===== config.mk =====
export PLATFORM = sky130hd
export DESIGN_NAME = cache_fill_fsm
export DESIGN_NICKNAME = d
export VERILOG_FILES = /design/src/rtl/cache_fill_fsm.sv
export SDC_FILE = /design/constraint.sdc
export NUM_CORES = 1
export LEC_CHECK = 0
export CORE_MARGIN = 5
export CORE_UTILIZATION = 33
export CTS_CLUSTER_SIZE = 24
export DETAILED_ROUTE_END_ITERATION = 8
export GPL_ROUTABILITY_DRIVEN = 0
export PLACE_DENSITY = 0.77
export SETUP_SLACK_MARGIN = 0.2
export SYNTH_ARGS = -nofsm -noshare
export SYNTH_HDL_FRONTEND = slang
export SYNTH_SLANG_ARGS = --single-unit

===== constraint.sdc =====
create_clock -name clk -period 1.3 [get_ports clk]
set_clock_uncertainty 0.1 [all_clocks]
set_input_delay 0.13 -clock clk [delete_from_list [all_inputs] [get_ports clk]]
set_output_delay 0.13 -clock clk [all_outputs]
set_load 0.01 [all_outputs]

===== src/rtl/cache_fill_fsm.sv =====
// cache_fill_fsm: cache miss block-fill sequencer; optional saturating miss counter under CACHE_FILL_MISS_CNT_EN
module cache_fill_fsm #(
  parameter int ADDR_W = 16,
  parameter int DATA_W = 16
) (
  input  logic              clk,
  input  logic              rst,
  input  logic              miss_detected,
  input  logic [ADDR_W-1:0] miss_address,
  input  logic [DATA_W-1:0] memory_data,
  input  logic              memory_data_valid,
  output logic              fsm_busy,
  output logic              memory_read,
  output logic [ADDR_W-1:0] memory_address,
  output logic              write_data_array,
  output logic              write_tag_array,
  output logic [6:0]        set_index,
  output logic [2:0]        word_index,
`ifdef CACHE_FILL_MISS_CNT_EN
  output logic [15:0]       miss_count,
`endif
  output logic [DATA_W-1:0] fill_data
);
  typedef enum logic {IDLE, FILL} state_t;
  state_t state;
  logic [ADDR_W-5:0] base;
  logic [3:0] req_cnt;
  logic [3:0] rcv_cnt;
  logic fill;
  logic rcv;
  logic last;
  logic unused_offset;
  assign unused_offset = ^miss_address[3:0];
  // decode of the fill state: request window, received word, final word
  always_comb begin
    fill = state == FILL;
    rcv = fill & memory_data_valid;
    last = rcv & (rcv_cnt == 4'd7);
    fsm_busy = fill | miss_detected;
    memory_read = fill & ~req_cnt[3];
    memory_address = memory_read ? {base, req_cnt[2:0], 1'b0} : '0;
    write_data_array = rcv;
    write_tag_array = last;
    word_index = rcv ? rcv_cnt[2:0] : 3'd0;
    set_index = fill ? base[6:0] : miss_address[10:4];
    fill_data = memory_data;
  end
  // state, block base and request/receive counters; misses are ignored mid-fill
  always_ff @(posedge clk or posedge rst) begin
    if (rst) begin
      state <= IDLE;
      base <= '0;
      req_cnt <= '0;
      rcv_cnt <= '0;
    end else if (!fill) begin
      req_cnt <= '0;
      rcv_cnt <= '0;
      if (miss_detected) begin
        state <= FILL;
        base <= miss_address[ADDR_W-1:4];
      end
    end else begin
      req_cnt <= req_cnt[3] ? req_cnt : req_cnt + 4'd1;
      if (rcv) rcv_cnt <= rcv_cnt + 4'd1;
      if (last) state <= IDLE;
    end
  end
`ifdef CACHE_FILL_MISS_CNT_EN
  // saturating count of accepted misses
  always_ff @(posedge clk or posedge rst) begin
    if (rst) miss_count <= '0;
    else if (!fill && miss_detected && miss_count != 16'hFFFF) miss_count <= miss_count + 16'd1;
  end
`endif
endmodule


---- Word-level counts from Yosys, hierarchy flattened ----
Cells that the tools add are included.
storage, ports and cells
  register bits ........................... 21
  bits of input ports ..................... 36
  output and inout bits ................... 46
  logic and storage cells ................. 27
operators by class
  add/subtract/negate cells ............... 2
  equal/unequal tests ..................... 3
  muxes and demuxes ....................... 10
  bitwise logic cells ..................... 6
  reductions and logical operators ........ 1
operator list
  kind                                           count
  2-to-1 mux 16 bit                              1
  2-to-1 mux 4 bit                               4
  adder 4 x 1 -> 4 bit, second input constant    2
  2-to-1 mux 7 bit                               1
  == test 4 x 3 -> 1 bit, second input constant  1
  inequality test 2 bit, second input constant   2
  bitwise AND 1 bit                              3
  2-to-1 mux 1 bit                               3
  2-to-1 mux 3 bit                               1
  inverter 1 bit                                 2
  AND reduction 2 bit                            1
  OR 1 bit                                       1

---- Depth between registers and ports, before layout ----
  word-level depth ........................ 4
  depth in mapped cells ................... 4
  mapped depth without buffers ............ 4

---- Worst setup path after synthesis ----
No wires, ideal clock.
  kind .................................... register to register
  start ................................... register state, in the netlist fill
  end ..................................... register base[0]
  library setup time ...................... 0.125 ns
  arrival time ............................ 1.045 ns
  required time ........................... 1.075 ns
  path slack .............................. 0.030 ns
  stages on the path, launching flop included .. 4
  buffers on the path ..................... 1
  period minus slack after synthesis ...... 1.270 ns
  cell sequence ........................... dfrtp_1 > nor2b_2 > buf_6 > mux2_4
on the way
  word-level cells in the longest chain between the ends .. 2
ends and longest elaborated chain
  item                           RTL line  text
  start, declared                25        state_t state;
  start signal, assigned         51        state <= IDLE;
  start signal, assigned         59        state <= FILL;
  start signal, assigned         65        if (last) state <= IDLE;
  inverter 1 bit (no line)       n/a
  AND reduction 2 bit (no line)  n/a
  end signal, assigned           60        base <= miss_address[ADDR_W-1:4];
  end, declared                  26        logic [ADDR_W-5:0] base;
No other way between the ends.
A chain may end at the register's enable or synchronous reset.

---- Worst setup path in the final report ----
  start ................................... register state, in the netlist fill
  end ..................................... output port set_index[3]
on the way
  word-level cells in the longest chain between the ends .. 1
ends and longest elaborated chain
  item              RTL line  text
  2-to-1 mux 7 bit  45        set_index = fill ? base[6:0] : miss_address[10:4];
  end, declared     17        output logic [6:0] set_index,
No other way between the ends.

==> flow_results.org <==
** Critical path
- The worst register-to-register path has a setup slack of -120 ps.
- For this run, the slowest stage of the critical path takes 420 ps.
- The worst setup path is captured at a primary output.
- Reg2reg end :: base[8]
- At the worst endpoint, the required time is 1070 ps.
- Arrival @ worst endpoint :: 1350 ps
- Of all nets on the critical path, the largest fanout is 5.
- Traced cell by cell, the critical path runs through buf_6, buf_6, mux2_4, buf_6.
- Worst setup path class :: flip-flop to primary output
- STA classifies the critical path startpoint as a flip-flop.
- Worst flop-to-flop path startpoint :: fill
- Most prevalent standard cell on the critical path :: sky130_fd_sc_hd__buf_6
- Slowest cell on the critical path :: sky130_fd_sc_hd__dfrtp_1
- Reg2Reg Depth :: 4

** Timing
- After routing, the total negative slack on setup checks comes to -7005 ps.
- Final Slew Violations :: 0
- PnR worst setup slack :: -282.0 ps
- Post-route clock period utilization :: 121.7%
- Worst hold slack after final layout :: 108.1 ps
- Final critical-path required period :: 1582 ps
- For this run, the top clock speed supported by timing is 632.1 MHz.
- Setup violations remaining at the end of the flow were counted as 41.
- Final hold violations :: 0
- RSZ-0062 raised after global routing :: yes

** Pwr
- Standby leakage power :: 1.053 nW
- Power density relative to cell area :: 2580 nW/µm²
- Largest vdd supply drop :: 0.0009094 V
- Post-route total power :: 0.005584 W

** Final layout
- 0 antenna diodes ended up in the layout.
- Fill cells in the final layout number 304.
- In the layout the commonest cells are sky130_fd_sc_hd__buf_6 (41), sky130_fd_sc_hd__dfrtp_1 (20), sky130_fd_sc_hd__mux2_4 (19).
- Ratio of cells with drive above 1 in the final layout :: 68.29%
- The net count of the finished layout is 203.
- Summing all non-filler instances in the final layout gives an area of 2165 µm².
- The library cell used most frequently in the layout, excluding fill and tap cells, is sky130_fd_sc_hd__buf_6.
- Excluding fillers, the count of instances in the completed layout stands at 212.
- Area added between synthesis and finish :: 69.94%

** Synth
- Synthesized Nets :: 148
- Synthesis produced a netlist whose cell count is 110.
- Netlist cell types :: 24
- Yosys printed 0 warnings.
- In this run, synthesis produced a sequential element count of 21.
- Summing every instance area after synthesis gives 1274 µm².
- A synthesized cell averages 11.58 µm².
- Share of synthesized area occupied by flip-flops and latches :: 41.26%

** Place
- During placement, the flow inserted port buffers numbering 44.
- Once detailed placement completed, the half-perimeter wirelength came to 2089 µm.
- Summing all placed instances gives a cell area of 1782 µm².
- The number of placed instances, taps included, is 196.

** Die
- Top Ports :: 82
- Initial core utilization :: 34.53%
- The floorplan step set the die height to 72.13 µm.
- Floorplan die area :: 5202 µm²
- Floorplan Core Area :: 3689 µm²
- The floorplan has 22 rows.
- Die Width :: 72.13 µm

** Clock tree
- Maximum buffer depth of the clock tree :: 2
- Clock transition at the register clock pins on the worst setup and hold paths after CTS :: 80 ps
- Clock tree synthesis found a total of 21 sinks.
- Clock latency on the worst-skew pair, taken at its later pin, is 250 ps.
- TritonCTS built the clock tree.
- Master cell of the clock root buffer :: sky130_fd_sc_hd__clkbuf_8
- TritonCTS created 3 clock buffers.
- Buffers inserted to repair hold after CTS numbered 0.
- # H-tree levels :: 1

** Status
- Result of the run :: finished with violations
- The checks that failed: negative setup slack.

** GRT
- Summed over all layers, the global routing overflow is 0.
- The first global-routing pass estimated 4705 µm of wire.
- Vias in the first global route :: 966
- Global routing used 11.77% of the available tracks across all layers.
- Largest net degree at the start of global routing :: 22
- The number of antenna violations at the first check in global routing is 0.

** Drt
- Wires add up to 3142 µm.
- Number of DRC violations after detailed routing :: 0
- First DRT Iteration DRCs :: 19
- The first detailed-routing pass took 2 iterations.
- Dividing the detail-routed wire length by the instance count gives 14.82 µm.
- Once detail routing completed, the nets flagged for antenna violations numbered 0.
- Detailed routing inserted a total of 936 vias.
- After detailed routing, the number of vias per cell comes to 4.415.

** Hold path
- Hold/Removal Path Class :: input port to asynchronous set/reset pin

** Flow run
- Across the run, the number of max-cap violations was 0.
-- repair_timing --
action / in CTS / in global routing
setup endpoints to repair: 46 / 48
buffers inserted: 7 / 3
resized for setup: 169 / 25
pin swaps: 16 / 3
cloned: 2 / 0
-- stage by stage --
step | utilization, % | setup WS (ps)
2_1_floorplan | - | 29.56
3_3_place_gp | 48.30 | -512.5
3_5_place_dp | 48.30 | -518.4
4_1_cts | 55.19 | -299.3
5_1_grt | 58.68 | -317.6
6_report | 58.68 | -282.0
-- layer usage --
layer  global-route usage [%]  wire [µm]
met1                    12.24       1149
met2                    22.75       1709
met3                    3.186        265
met4                    3.340         17
met5                        0          0
-- where the power goes --
part           internal, W  switching [W]
clock network     0.000218       0.000206
registers         0.000981       0.000233
logic              0.00265        0.00129
total              0.00385        0.00173
-- how the worst max path moves through the flow --
stage	from	slack (ps)	endpoint
finish	fill	-280	set_index[3]
global route	fill	-320	set_index[3]
CTS	fill	-300	set_index[3]
detailed placement	memory_data_valid	-520	write_tag_array
global placement	memory_data_valid	-510	write_tag_array
floorplan	fill	30	base[0]
-- synthesized netlist by cell type, drive strengths merged --
master / n / area share, %
clkbuf: 1 / 0.39
nand4: 2 / 0.98
xnor2: 4 / 2.8
a31oi: 1 / 0.49
ha: 2 / 2.0
inv: 1 / 0.29
buf: 21 / 12
mux2: 19 / 20
conb: 1 / 0.29
xor2: 1 / 0.69
mux2i: 2 / 1.6
nand2: 1 / 0.29
and2: 21 / 10
nand2b: 1 / 0.49
and3: 3 / 1.5
nor2: 1 / 0.29
nor2b: 6 / 3.7
dfrtp: 21 / 41
or2: 1 / 0.49
-- layout make-up --
type                            count  area, µm²  area share, %
Clock buffer                        4      45.04          2.081
Inverter                            1      3.754         0.1734
Multi-Input combinational cell     66      745.7          34.45
Sequential cell                    21      526.8          24.34
Tap cell                           48      60.06          2.775
Timing Repair Buffer               72      783.3          36.18
-- sequential cells by signal (all words and copies together) (netlist names) --
name	flops
fill	1
rcv_cnt	4
base	12
req_cnt	4
-- cell families after synthesis --
kind of cell,synth area share [%]
DFF,41.26
and+or+nand+nor,18.07
xor gates and xnor gates,3.438
adders and majority gates,1.964
muxes,21.32
buffers and inverters,13.16
other,0.2944
AOI/OAI and AO/OA,0.4915
-- worst max-delay path, delay by kind of cell, from the launching register on --
kind,cells,cell delay [ps]
buffers and inverters,3,380
flip-flops,1,420
multiplexers,1,300
No activity file was read; power rests on OpenSTA's default activity.
